File: config.mk
export PLATFORM = sky130hd
export DESIGN_NAME = pair_det_sched
export DESIGN_NICKNAME = d
export VERILOG_FILES = /design/src/rtl/pair_det_sched.sv
export SDC_FILE = /design/constraint.sdc
export NUM_CORES = 1
export LEC_CHECK = 0
export ABC_CLOCK_PERIOD_IN_PS = 5100
export BUFFER_PORTS_ARGS = -buffer_cell sky130_fd_sc_hd__buf_2
export CAP_MARGIN = 10
export CORE_MARGIN = 10
export CORE_UTILIZATION = 45
export CTS_CLUSTER_SIZE = 20
export DETAILED_ROUTE_END_ITERATION = 8
export PLACE_DENSITY = 0.71
export SLEW_MARGIN = 5
export SYNTH_ARGS = -nofsm -noshare
export SYNTH_HDL_FRONTEND = slang
export SYNTH_SLANG_ARGS = --single-unit
File: constraint.sdc
create_clock -name clk -period 5.1 [get_ports clk]
set_input_delay 0.765 -clock clk [delete_from_list [all_inputs] [get_ports clk]]
set_output_delay 0.765 -clock clk [all_outputs]
set_load 0.01 [all_outputs]
File: src/rtl/pair_det_sched.sv
// Round-robin scheduler sharing one external 1-bit pair detector among NREQ requesters.
// Define PAIR_DET_SCHED_PRIO_EN to grant the lowest-index valid requester instead of round-robin.
module pair_det_sched #(
    parameter int NREQ   = 4,
    parameter int WORD_W = 8,
    parameter int CNT_W  = 4,
    parameter int ID_W   = 2
) (
    input  logic                   clk,
    input  logic                   reset,
    input  logic [NREQ-1:0]        i_req_valid,
    input  logic [NREQ*WORD_W-1:0] i_req_data,
    output logic [NREQ-1:0]        o_req_ready,
    output logic                   o_det_rst,
    output logic                   o_det_in,
    input  logic                   i_det_out,
    output logic                   o_rsp_valid,
    output logic [ID_W-1:0]        o_rsp_id,
    output logic [CNT_W-1:0]       o_rsp_count,
    input  logic                   i_rsp_ready
);
    localparam int IDX_W = $clog2(WORD_W);
    localparam logic [NREQ-1:0] REQ_ONE = NREQ'(1);

    typedef enum logic [2:0] {IDLE, CLR, SHIFT, DRAIN, RESP} state_t;

    state_t            r_state;
    logic [WORD_W-1:0] r_shreg;
    logic [IDX_W-1:0]  r_idx;
    logic [CNT_W-1:0]  r_cnt;
    logic [ID_W-1:0]   r_id;
    logic              r_detIn;
    logic              r_rspValid;
    logic [ID_W-1:0]   r_rspId;
    logic [CNT_W-1:0]  r_rspCount;

    logic              w_grantValid;
    logic [ID_W-1:0]   w_grantIdx;
    logic [WORD_W-1:0] w_grantData;

`ifdef PAIR_DET_SCHED_PRIO_EN
    // Descending scan so the lowest valid index is the last (winning) assignment.
    always_comb begin
        w_grantValid = 1'b0;
        w_grantIdx   = '0;
        for (int k = NREQ - 1; k >= 0; k--) begin
            if (i_req_valid[k]) begin
                w_grantValid = 1'b1;
                w_grantIdx   = ID_W'(k);
            end
        end
    end
`else
    logic [ID_W-1:0] r_rrPtr;
    logic [ID_W-1:0] w_cand;

    function automatic logic [ID_W-1:0] wrapIdx(input int base, input int off);
        int s;
        s = base + off;
        if (s >= NREQ) s = s - NREQ;
        return ID_W'(s);
    endfunction

    // Scan offsets NREQ..1 so the nearest requester after r_rrPtr wins.
    always_comb begin
        w_grantValid = 1'b0;
        w_grantIdx   = '0;
        w_cand       = '0;
        for (int k = NREQ; k >= 1; k--) begin
            w_cand = wrapIdx(int'(r_rrPtr), k);
            if (i_req_valid[w_cand]) begin
                w_grantValid = 1'b1;
                w_grantIdx   = w_cand;
            end
        end
    end
`endif

    assign w_grantData = i_req_data[w_grantIdx*WORD_W +: WORD_W];

    // The accept pulse must coincide with the grant decision, so it is decoded from IDLE.
    assign o_req_ready = (r_state == IDLE && !reset && w_grantValid) ? (REQ_ONE << w_grantIdx) : '0;
    assign o_det_rst   = reset || (r_state == CLR);
    assign o_det_in    = r_detIn;
    assign o_rsp_valid = r_rspValid;
    assign o_rsp_id    = r_rspId;
    assign o_rsp_count = r_rspCount;

    // r_shreg is pre-shifted so r_detIn always presents the next MSB during SHIFT.
    always_ff @(posedge clk) begin
        if (reset) begin
            r_state    <= IDLE;
            r_shreg    <= '0;
            r_idx      <= '0;
            r_cnt      <= '0;
            r_id       <= '0;
            r_detIn    <= 1'b0;
            r_rspValid <= 1'b0;
            r_rspId    <= '0;
            r_rspCount <= '0;
`ifndef PAIR_DET_SCHED_PRIO_EN
            r_rrPtr    <= ID_W'(NREQ - 1);
`endif
        end else begin
            case (r_state)
                IDLE: begin
                    if (w_grantValid) begin
                        r_shreg <= w_grantData;
                        r_id    <= w_grantIdx;
                        r_cnt   <= '0;
                        r_state <= CLR;
                    end
                end
                CLR: begin
                    r_idx   <= '0;
                    r_detIn <= r_shreg[WORD_W-1];
                    r_shreg <= {r_shreg[WORD_W-2:0], 1'b0};
                    r_state <= SHIFT;
                end
                SHIFT: begin
                    r_cnt <= r_cnt + CNT_W'(i_det_out);
                    if (r_idx == IDX_W'(WORD_W - 1)) begin
                        r_detIn <= 1'b0;
                        r_state <= DRAIN;
                    end else begin
                        r_idx   <= r_idx + IDX_W'(1);
                        r_detIn <= r_shreg[WORD_W-1];
                        r_shreg <= {r_shreg[WORD_W-2:0], 1'b0};
                    end
                end
                DRAIN: begin
                    r_rspCount <= r_cnt + CNT_W'(i_det_out);
                    r_rspId    <= r_id;
                    r_rspValid <= 1'b1;
                    r_state    <= RESP;
                end
                RESP: begin
                    if (i_rsp_ready) begin
                        r_rspValid <= 1'b0;
`ifndef PAIR_DET_SCHED_PRIO_EN
                        r_rrPtr    <= r_id;
`endif
                        r_state    <= IDLE;
                    end
                end
                default: r_state <= IDLE;
            endcase
        end
    end
endmodule

==> impl_results.md <==
- Tmin final: 3.10 ns
- Root Buffer: clkbuf_8
- CTS Sinks: 30
- First-pass GRT wire length: 7450 µm
- #FFs+latches synth: 30
- Layout area overhead: 18.5%
- DIE AREA: just under 0.007 mm²
- Reg clk slew, reported paths: 0.06 ns
- Setup bufs post-CTS: 0
- R2r setup slk: 2.91 ns
- Max_cap viols: 0
- Final Routed Wirelength: 4560 µm
- Final Setup Violations: 0
- Gr usage total: 12.6%
- Pwr dens: 379 mW/mm²
- Launch point of the worst path: i_req_valid[0]
- Share of layout cells above drive strength 1: 28.2%
- Htree depth: 2
- Diode count: 0
- Worst EP required: 4.34 ns
- Drt pass-1 iters: 4
- Final Hold Fails: 0
- I/O Buffers: 52
- Min-delay worst type: reg -> reg
- TritonCTS clock tree: done
- Slew Viols, Final: 0
- DRC violations left: 0
- Crit start category: input pin
- FF-to-FF Start: r_rrPtr[1]$_SDFFE_PP1P_
- RSZ-0062 raised after global routing: no
- Final period util: roughly 60%
- Seq/Total Area, Yosys: about 34%
- Cts bufs inserted: 5
- Row count: 22
- Crit path capture: o_req_ready[2]
- Clock buffer depth: 2
- Dpl hpwl: 3460 µm
- Initial DRC count: 66
- Top Ports: 53
- Max VDD drop: 275 µV
- Mapped Nets: between 200 and 300
- Pleak: 0.000864 µW
- Kind of critical path: in -> out
- Cell count after synthesis: approximately 210
- Fin util: 56.4%
- Mean Syn Cell Area: about 8.3 µm²
- Final nets: about 300
- Vias in the first global route: 1632
- Die X: between 80 and 90 µm
- Fmax: 323 MHz
- Antenna-violating nets left: 0
- Fill count: 374
- YS warnings: 0
- Largest net degree at the start of global routing: 40
- Sum Neg Setup Slack: 0 ns
- Crit. End Element: primary output
- Vias: 1708
- Relative slew margins: 56.7%
- Hold_buf cts: 0
- GPL Wtd Cong: 0.749
- Wire length per cell: 14.8 µm
- Clock latency on the worst-skew pair: about 0.28 ns
- Mapped Area: 0.00178 mm²
- Fin Clk Skew: 0.00962 ns
- Worst flop-to-flop path endpoint: r_shreg[5]$_SDFFE_PP0P_
- Crit Path Max Fanout: 11
- Initial antenna violation count: 0
- CP arrival: between 2 and 2.5 ns
- Core region area: between 0.003 and 0.004 mm²
- Post-CTS sizing: 0
- Synth unique cells: 50
- Vias per std cell: 5.56
- Worst-margin pin slew: 0.650 ns
- Die height: 82.9 µm
- Outcome: complete, no violations
- Worst R2R Path Depth: 6
- Initial Util: 47.6%
- GRT overflow: 0
## synthesized netlist by cell type, drive strengths merged
master  number  share of area, %
a32oi        1              0.49
clkbuf       8               1.7
buf          5               2.5
and2         1              0.35
inv          8               1.7
a221oi       1               1.5
mux2         4               2.5
or2          2              0.70
dfxtp       30                34
nor3         2              0.84
nor2        19               4.0
o31ai        4               1.7
nand3b       6               2.5
a211o        2              0.98
a211oi       4               1.7
a22oi        1              0.42
or4          1              0.42
mux2i        4               2.2
o22ai        1              0.35
a21oi       25               7.9
nand3       10               2.8
a21boi       1              0.42
nor3b        2              0.84
o211ai       2              0.84
ha           4               2.8
xor2         2              0.98
a21o         2              0.84
mux4         2               2.5
nand2b       4               1.4
nand2       24               5.1
and3         1              0.35
o22a         1              0.49
a31o         1              0.49
a31oi        4               1.8
or3          3               1.1
a221o        5               2.8
nor4         2               1.1
o21ai       13               4.3
xnor2        1              0.49
nor4bb       1              0.56
## stage by stage
stage	total power [µW]	cell area [µm²]	cells	hold WS, ns	setup slack, ns
2_1_floorplan	543	1780	214	0.432	2.57
3_3_place_gp	611	2030	301	0.442	2.07
3_5_place_dp	616	2030	301	0.455	2.03
4_1_cts	804	2110	307	0.463	2.02
5_1_grt	855	2110	307	0.491	1.91
6_report	800	2110	307	0.461	2.00
## sequential cells by signal (all words and copies together), names as in the netlist
register,count
o_det_in,1
r_shreg,8
r_idx,3
r_state,3
r_id,2
o_rsp_count,4
o_rsp_valid,1
r_cnt,4
o_rsp_id,2
r_rrPtr,2
## cells in the final DEF (no fill, tap or decap), types with 6 or more instances in the layout
cell      netlist  layout
nand3_1        10      10
buf_2           2      52
nand2_1        24      24
o21ai_0         9       9
dfxtp_1        30      30
nor2_1         19      19
clkbuf_8        0       6
inv_1           8       8
nand3b_1        6       6
a21oi_1        23      23
## worst min path at each step
| stage | start | to | slack [ns] | cells past startpoint |
|---|---|---|---|---|
| finish | o_rsp_id[1]$_SDFFE_PP0P_ | o_rsp_id[1]$_SDFFE_PP0P_ | 0.46 | 2 |
| global route | o_rsp_id[1]$_SDFFE_PP0P_ | o_rsp_id[1]$_SDFFE_PP0P_ | 0.49 | 2 |
| CTS | o_rsp_id[1]$_SDFFE_PP0P_ | o_rsp_id[1]$_SDFFE_PP0P_ | 0.46 | 2 |
| detailed placement | o_rsp_id[1]$_SDFFE_PP0P_ | o_rsp_id[1]$_SDFFE_PP0P_ | 0.45 | 2 |
| global placement | o_rsp_id[1]$_SDFFE_PP0P_ | o_rsp_id[1]$_SDFFE_PP0P_ | 0.44 | 2 |
| floorplan | r_id[0]$_SDFFE_PP0P_ | o_rsp_id[0]$_SDFFE_PP0P_ | 0.43 | 2 |
## layout make-up
class	instances	area [µm²]	area share, %
Multi-Input combinational cell	163	1080	51.0
Sequential cell	30	601	28.5
Timing Repair Buffer	52	260	12.3
Clock buffer	6	82.6	3.91
Tap cell	48	60.1	2.85
Inverter	8	30.0	1.42
## cells by family after synthesis
family,after synthesis,share of synthesized area (%)
buffers and inverters,21,5.83
adders and majority gates,4,2.81
xor gates and xnor gates,3,1.47
DFF,30,33.7
muxes,10,7.30
and+or+nand+nor,78,22.0
AOI/OAI and AO/OA,68,26.9
## critical path, stage by stage
cell	delay (ns)
buf_2	0.15
nor4_2	0.52
or4_1	0.44
inv_1	0.13
nor4bb_1	0.14
buf_2	0.18
## report_power, final
group	leakage [µW]	internal, µW	total [µW]	switching, µW
Combinational	0.000576	120	289	169
Sequential	0.000245	278	324	45.7
Clock	0.0000431	104	187	83.3
Total	0.000864	502	800	298
## layer usage
metal  global-route usage (%)  vias up  wire [µm]
li1                         -      876          -
met1                     14.6      791       2160
met2                     21.0       34       2120
met3                     3.91        7        209
met4                     5.08        0         71
met5                        0        -          0
(Power assumes the default switching activity.)
